$ cat src/rtl/reg_write_scheduler.sv
// rtl/reg_write_scheduler.sv - register-file write port arbiter: unstallable ALU writeback plus FIFO-buffered load writeback
// Each entry's live bit is cleared by a pop or by a WAW kill from a younger ALU write to the same register.

module reg_write_scheduler #(
   parameter  int DEPTH  = 4,
   parameter  int DATA_W = 16,
   localparam int AW     = $clog2(DEPTH)
) (
   input  logic              Clk,
   input  logic              Rst,
   input  logic              AluWre,
   input  logic [3:0]        AluReg,
   input  logic [DATA_W-1:0] AluData,
   input  logic              MemValid,
   output logic              MemReady,
   input  logic [3:0]        MemReg,
   input  logic [DATA_W-1:0] MemData,
   output logic              RegWre,
   output logic [3:0]        WriteReg,
   output logic [DATA_W-1:0] WriteData,
   output logic [15:0]       PendingMask,
   output logic [AW:0]       FifoCount
);

   logic [3:0]        fifo_reg  [DEPTH];
   logic [DATA_W-1:0] fifo_data [DEPTH];
   logic [DEPTH-1:0]  live;
   logic [AW-1:0]     wr_ptr;
   logic [AW-1:0]     rd_ptr;
   logic [AW:0]       count;
   logic              ready_en;

   logic alu_go;
   logic mem_acc;
   logic empty;
   logic pop;
   logic bypass;
   logic push;

   assign MemReady  = ready_en && (count != (AW+1)'(DEPTH));
   assign FifoCount = count;

   assign alu_go  = AluWre && (AluReg != 4'd0);
   assign mem_acc = MemValid && MemReady;
   assign empty   = (count == '0);
   assign pop     = !alu_go && !empty;
   assign bypass  = !alu_go && empty && mem_acc;
   // Loads to r0 complete the handshake but are never stored.
   assign push    = mem_acc && (MemReg != 4'd0) && !bypass;

   always_comb begin
      PendingMask = '0;
      for (int i = 0; i < DEPTH; i++)
         if (live[i])
            PendingMask[fifo_reg[i]] = 1'b1;
   end

   always_ff @(posedge Clk or posedge Rst) begin
      if (Rst) begin
         ready_en  <= 1'b0;
         live      <= '0;
         wr_ptr    <= '0;
         rd_ptr    <= '0;
         count     <= '0;
         RegWre    <= 1'b0;
         WriteReg  <= '0;
         WriteData <= '0;
         for (int i = 0; i < DEPTH; i++) begin
            fifo_reg[i]  <= '0;
            fifo_data[i] <= '0;
         end
      end else begin
         ready_en <= 1'b1;

         if (alu_go)
            for (int i = 0; i < DEPTH; i++)
               if (fifo_reg[i] == AluReg)
                  live[i] <= 1'b0;

         if (pop) begin
            live[rd_ptr] <= 1'b0;
            rd_ptr       <= rd_ptr + 1'b1;
         end

         // Applied after the kill loop so a same-edge load to the killed register stays live.
         if (push) begin
            fifo_reg[wr_ptr]  <= MemReg;
            fifo_data[wr_ptr] <= MemData;
            live[wr_ptr]      <= 1'b1;
            wr_ptr            <= wr_ptr + 1'b1;
         end

         count <= count + (AW+1)'(push) - (AW+1)'(pop);

         if (alu_go) begin
            RegWre    <= 1'b1;
            WriteReg  <= AluReg;
            WriteData <= AluData;
         end else if (pop) begin
            RegWre <= live[rd_ptr];
            if (live[rd_ptr]) begin
               WriteReg  <= fifo_reg[rd_ptr];
               WriteData <= fifo_data[rd_ptr];
            end
         end else if (bypass && (MemReg != 4'd0)) begin
            RegWre    <= 1'b1;
            WriteReg  <= MemReg;
            WriteData <= MemData;
         end else begin
            RegWre <= 1'b0;
         end
      end
   end

endmodule

$ cat config.mk
export PLATFORM = sky130hd
export DESIGN_NAME = reg_write_scheduler
export DESIGN_NICKNAME = d
export VERILOG_FILES = /design/src/rtl/reg_write_scheduler.sv
export SDC_FILE = /design/constraint.sdc
export NUM_CORES = 1
export LEC_CHECK = 0
export BUFFER_PORTS_ARGS = -buffer_cell sky130_fd_sc_hd__buf_2
export CAP_MARGIN = 30
export CORE_ASPECT_RATIO = 0.5
export CORE_MARGIN = 10
export CORE_UTILIZATION = 58
export DETAILED_ROUTE_END_ITERATION = 12
export PLACE_DENSITY = 0.85
export SYNTH_ARGS = -nofsm -noshare
export SYNTH_HDL_FRONTEND = slang
export SYNTH_SLANG_ARGS = --single-unit
$ cat constraint.sdc
create_clock -name Clk -period 4.2 [get_ports Clk]
set_input_delay 0 -clock Clk [delete_from_list [all_inputs] [get_ports Clk]]
set_output_delay 0 -clock Clk [all_outputs]
set_load 0.03 [all_outputs]
==> impl_metrics.csv, run 1 <==
group,metric,value,unit
sta,hold_slack,0.0182,ns
die,rows,26,
worst_setup_path,arrival,3.36,ns
worst_setup_path,path_class,"flop to flop",
die,num_io_pins,85,
yosys,synth.distinct_cells,53,
sta,tns,0,ns
yosys,synth-main-ff-cell,"dfrtp_1",
cts,cts_tree,"done",
global_routing,grt_pass1_vias,5160,
worst_setup_path,timing.rr.start,"FifoCount[1]$_DFF_PP0_",
run,drv_cap,0,
cts,insertion_delay,0.42,ns
cts,ctsResizeCount,0,
power_and_ir_drop,irDropWorstVdd,0.415,mV
die,start_util,61.0,%
hold_path,min_from,"AluWre",
place,port_buffers,84,
cts,htreeDepth,4,
die,coreArea,10400,um2
yosys,yosys-top-cells-count,"dfrtp_1 (113), mux2_4 (40), mux2_1 (36), nand2_1 (31), and3_1 (23)",
worst_setup_path,endpoint_kind,"flop",
final_layout,antenna_cells,0,
global_routing,track_usage,22.7,%
place,placedCellCount,685,
cts,root_buffer,"clkbuf_16",
die,die_h,94.1,um
final_layout,largest_reg_flops,64,
global_routing,antenna_found_initial,0,
cts,cts_max_path_buffers,2,
final_layout,drive_gt1_share,32.4,%
sta,slew_viol_final,0,
status,status,"completed",
worst_setup_path,crit_path_start_kind,"flop",
hold_path,hold_path_class,"input pin to flop",
sta,fin_crit_sh,72.9,%
cts,path_clk_slew,0.05,ns
place,hpwl,10500,um
detailed_routing,routedWlPerCell,23.2,um
final_layout,instances_no_fill,752,
yosys,syn_area,6370,um2
worst_setup_path,required,4.50,ns
yosys,synth_top_area_cell,"dfrtp_1",
place,place_congestion,0.874,
sta,setup_viol,0,
yosys,yosysMostFrequentCell,"dfrtp_1",
power_and_ir_drop,p_leak,3.54,nW
detailed_routing,vias_per_cell,6.35,
yosys,synth_seq_cells,113,
final_layout,synthToLayoutAreaGrowth,21.0,%
sta,skew,0.00938,ns
global_routing,overflow,0,
yosys,synthArstFlopShare,100,%
yosys,synth.avg_cell_area,12.9,um2
yosys,yosys_warnings,0,
worst_setup_path,worstSetupStartpoint,"FifoCount[1]$_DFF_PP0_",
yosys,seq_area_frac_synth,44.4,%
sta,slew_headroom,41.1,%
detailed_routing,num_vias,4773,
sta,fin_crit,3.06,ns
sta,tightest_slew,0.884,ns
sta,rsz0062_at_grt,"false",
detailed_routing,drt-initial-drc-count,538,
cts,cts.sinks,113,
yosys,syn_nets,548,
detailed_routing,final_antenna_net_count,0,
detailed_routing,wirelength,17400,um
final_layout,nFillCells,603,
sta,hold_viol,0,
final_layout,layout.nets,656,
power_and_ir_drop,power_density,819,nW/um2
cts,cts-buffers-inserted,17,
die,die_area,15800,um2
yosys,synth_top_cells_by_area,"dfrtp_1 (44%), mux2_4 (9.4%), mux4_2 (7.4%)",
global_routing,grt_max_degree,71,
worst_setup_path,critPathMaxFanout,8,
yosys,synth_top_area_share,44.4,%
global_routing,grt_pass1_wl,28200,um
final_layout,fin_util,73.8,%
sta,fmax,327,MHz
detailed_routing,drc_errors,0,
detailed_routing,dr.pass1.iters,5,
yosys,syn_inst,493,
yosys,synth-edff-count,0,
die,fp.dieW,168,um
==> stage by stage <==
| step | cell area (um2) | power (W) | setup WS (ns) |
|---|---|---|---|
| after floorplan | 6370 | 0.00408 | 1.21 |
| after global placement | 6740 | 0.00459 | 1.28 |
| after detailed placement | 6740 | 0.00470 | 1.23 |
| after CTS | 7710 | 0.00626 | 1.17 |
| after global routing | 7710 | 0.00663 | 1.01 |
| final | 7710 | 0.00632 | 1.14 |
==> metal layers <==
metal	vias up	share of wire, %	GRT usage [%]
li1	2072	-	-
met1	2428	42	27.9
met2	224	48	36.7
met3	49	6.8	5.14
met4	0	3.0	12.5
met5	-	0	0
==> worst max-delay path, cell delays in order, from the launching register on <==
cell and delay [ns]:
dfrtp_1 0.51, or3_1 0.31, o2111a_1 0.80, inv_1 0.10
ha_1 0.30, inv_1 0.06, ha_1 0.14, inv_1 0.05
fa_1 0.37, xnor2_1 0.15, xnor2_1 0.14
==> worst paths after layout <==
| check | endpoint | slack, ns | depth (start not counted) |
|---|---|---|---|
| min reg2reg | WriteData[8]$_DFFE_PP0P_ | 0.48 | 2 |
| max | FifoCount[2]$_DFF_PP0_ | 1.14 | 10 |
| max in group asynchronous | fifo_reg[14]$_DFFE_PP0P_ | 2.76 | 4 |
| min in group asynchronous | fifo_data[42]$_DFFE_PP0P_ | 0.30 | 3 |
| max reg2reg | FifoCount[2]$_DFF_PP0_ | 1.14 | 10 |
| min | WriteReg[0]$_DFFE_PP0P_ | 0.02 | 3 |
==> placed cells by master, fill, tap and decap left out, drive strengths merged, types with 17 or more instances in the layout <==
cell type    synthesis  final
clkbuf              17     25
a221oi              17     17
buf                 22     91
mux2                80     80
and3                23     23
o21ai               27     27
dlygate4sd3          0     37
xnor2               20     20
mux4                21     21
nand2               35     35
dfrtp              113    113
==> power by group <==
part	internal (W)	switching (W)
registers	0.00163	0.000545
logic	0.00128	0.00138
clock network	0.00100	0.000487
total	0.00391	0.00241
==> kinds of logic after synthesis <==
kind of cell    share of synthesized area (%)
buf+inv                                  5.34
compound gates                           10.7
other cells                            0.0589
flops                                    44.4
xor+xnor                                 2.75
fa+ha+maj                                2.28
simple gates                             10.6
mux                                      23.9
==> cell type report <==
| type | count | area (um2) | area share (%) |
|---|---|---|---|
| sequential | 113 | 2830 | 36.7 |
| tap | 140 | 175 | 2.27 |
| multi-input combinational | 331 | 3220 | 41.7 |
| clock buffer | 25 | 505 | 6.56 |
| timing repair buffer | 128 | 843 | 10.9 |
| inverter | 10 | 40.0 | 0.519 |
| clock inverter | 5 | 100 | 1.30 |
==> repair_timing <==
action,4_1_cts,5_1_grt
setup buffers,0,0
endpoints found under the setup margin,0,0
hold buffers,37,0
hold endpoints to repair,165,0
Note: power is estimated with default switching activity, not from simulation.
==> inputs of run 2 (changes only) <==
==> constraint.sdc (replaced) <==
create_clock -name Clk -period 3.2 [get_ports Clk]
set_input_delay 0 -clock Clk [delete_from_list [all_inputs] [get_ports Clk]]
set_output_delay 0 -clock Clk [all_outputs]
set_load 0.03 [all_outputs]
==> impl_metrics.csv, run 2 (synthesis results as in run 1) <==
group,metric,value,unit
place,port_buffers,84,
worst_setup_path,r2r_slack,0.60,ns
worst_setup_path,rr_worst_depth,10,
detailed_routing,num_vias,4800,
worst_setup_path,critPathMaxFanout,7,
cts,path_clk_slew,0.05,ns
final_layout,nFillCells,610,
worst_setup_path,arrival,2.89,ns
global_routing,grt_pass1_vias,5057,
power_and_ir_drop,total_power,0.00841,W
cts,post_cts_buffers,0,
die,coreArea,10400,um2
hold_path,hold_depth,3,
global_routing,grt_max_degree,64,
final_layout,fin_util,74.3,%
final_layout,largest_reg_flops,64,
power_and_ir_drop,clockPowerShare,24.0,%
place,placed_area,6760,um2
global_routing,overflow,0,
sta,rsz0062_at_grt,"false",
sta,fmax,385,MHz
cts,cts_tree,"done",
final_layout,fin_area,7760,um2
final_layout,layout.nets,658,
power_and_ir_drop,p_leak,3.57,nW
detailed_routing,vias_per_cell,6.35,
place,hpwl,10300,um
sta,slew_headroom,44.8,%
power_and_ir_drop,internal_power,0.00518,W
hold_path,hold_end,"WriteReg[1]$_DFFE_PP0P_",
detailed_routing,dr.pass1.iters,6,
final_layout,final_common_cell,"dfrtp_1",
die,die_h,94.1,um
die,start_util,61.0,%
detailed_routing,drt-initial-drc-count,483,
power_and_ir_drop,irDropWorstVdd,0.574,mV
sta,fin_crit,2.60,ns
worst_setup_path,timing.rr.start,"FifoCount[2]$_DFF_PP0_",
cts,insertion_delay,0.42,ns
cts,cts.sinks,113,
worst_setup_path,crit_path_start_kind,"flop",
cts,cts_hold_buf,37,
sta,setup_viol,0,
detailed_routing,routedWlPerCell,23.4,um
sta,tns,0,ns
status,status,"completed",
sta,fin_crit_sh,81.2,%
worst_setup_path,required,3.49,ns
cts,root_buffer,"clkbuf_16",
place,place_congestion,0.922,
die,die_area,15800,um2
sta,hold_viol,0,
die,fp.dieW,168,um
detailed_routing,final_antenna_net_count,0,
sta,tightest_slew,0.828,ns
power_and_ir_drop,p_seq_share,33.9,%
worst_setup_path,path_class,"flop to flop",
cts,cts-buffers-inserted,17,
worst_setup_path,reg2reg_to,"FifoCount[2]$_DFF_PP0_",
die,rows,26,
run,drv_cap,0,
power_and_ir_drop,sw_frac_of_total,38.5,%
final_layout,final_cell_mix,"dfrtp_1 (113), buf_2 (84), mux2_4 (40)",
power_and_ir_drop,pwr-share-comb,42.0,%
sta,slew_viol_final,0,
final_layout,antenna_cells,0,
worst_setup_path,endpoint_kind,"flop",
global_routing,track_usage,22.9,%
final_layout,drive_gt1_share,33.1,%
detailed_routing,drc_errors,0,
sta,skew,0.0128,ns
global_routing,antenna_found_initial,0,
die,num_io_pins,85,
cts,ctsResizeCount,0,
cts,cts_max_path_buffers,2,
global_routing,grt_pass1_wl,28700,um
hold_path,hold_path_class,"input pin to flop",
detailed_routing,wirelength,17700,um
power_and_ir_drop,p_sw,0.00324,W
cts,htreeDepth,4,
power_and_ir_drop,power_density,1080,nW/um2
hold_path,min_from,"AluReg[1]",
final_layout,synthToLayoutAreaGrowth,21.8,%
run 2: cell types whose count changed in the layout (fill, tap and decap cells not counted), sizes merged:
cell,delta
bufinv,+1
clkbuf,-4
clkinv,+5
buf,+2
run 2: final cells by class:
| class | count | area (um2) | area share, % |
|---|---|---|---|
| Clock inverter | 11 | 159 | 2.05 |
| Tap cell | 140 | 175 | 2.26 |
| Inverter | 10 | 40.0 | 0.516 |
| Sequential cell | 113 | 2830 | 36.4 |
| Multi-Input combinational cell | 331 | 3220 | 41.5 |
| Clock buffer | 21 | 470 | 6.06 |
| Timing Repair Buffer | 130 | 871 | 11.2 |
run 2: worst max-delay path, stage by stage (launching register included):
cell,delay (ns)
dfrtp_1,0.45
or3_1,0.54
o2111a_1,0.32
inv_1,0.07
ha_1,0.21
inv_1,0.06
ha_1,0.13
inv_1,0.05
fa_1,0.37
xnor2_1,0.15
xnor2_1,0.14
run 2: worst max path at each step:
| stage | startpoint | end | slack, ns |
|---|---|---|---|
| detailed placement | FifoCount[2]$_DFF_PP0_ | FifoCount[2]$_DFF_PP0_ | 0.68 |
| CTS | FifoCount[2]$_DFF_PP0_ | FifoCount[2]$_DFF_PP0_ | 0.63 |
| finish | FifoCount[2]$_DFF_PP0_ | FifoCount[2]$_DFF_PP0_ | 0.60 |
| floorplan | Rst | FifoCount[0]$_DFF_PP0_ | 0.21 |
| global route | FifoCount[2]$_DFF_PP0_ | FifoCount[2]$_DFF_PP0_ | 0.53 |
| global placement | FifoCount[2]$_DFF_PP0_ | FifoCount[2]$_DFF_PP0_ | 0.75 |
run 2: per-stage QoR:
step                worst slack (ns)  hold WS [ns]  std cells
CTS                            0.626        0.0406        756
finish                         0.601        0.0493        756
global route                   0.525        0.0540        756
global placement               0.745         0.200        687
detailed placement             0.680         0.214        687
floorplan                      0.213         0.132        493
run 2: per-layer routing:
layer	GRT usage, %	vias up	share of wire [%]
li1	-	2073	-
met1	28.1	2458	42
met2	38.2	227	49
met3	5.97	42	7.2
met4	8.57	0	2.4
met5	0	-	0
run 2: power groups by stage:
stage	Combinational, W	Sequential, W	Clock (W)
floorplan	0.00256	0.00279	0
global placement	0.00327	0.00276	0
detailed placement	0.00339	0.00280	0
CTS	0.00349	0.00281	0.00203
global route	0.00379	0.00294	0.00210
finish	0.00354	0.00286	0.00202
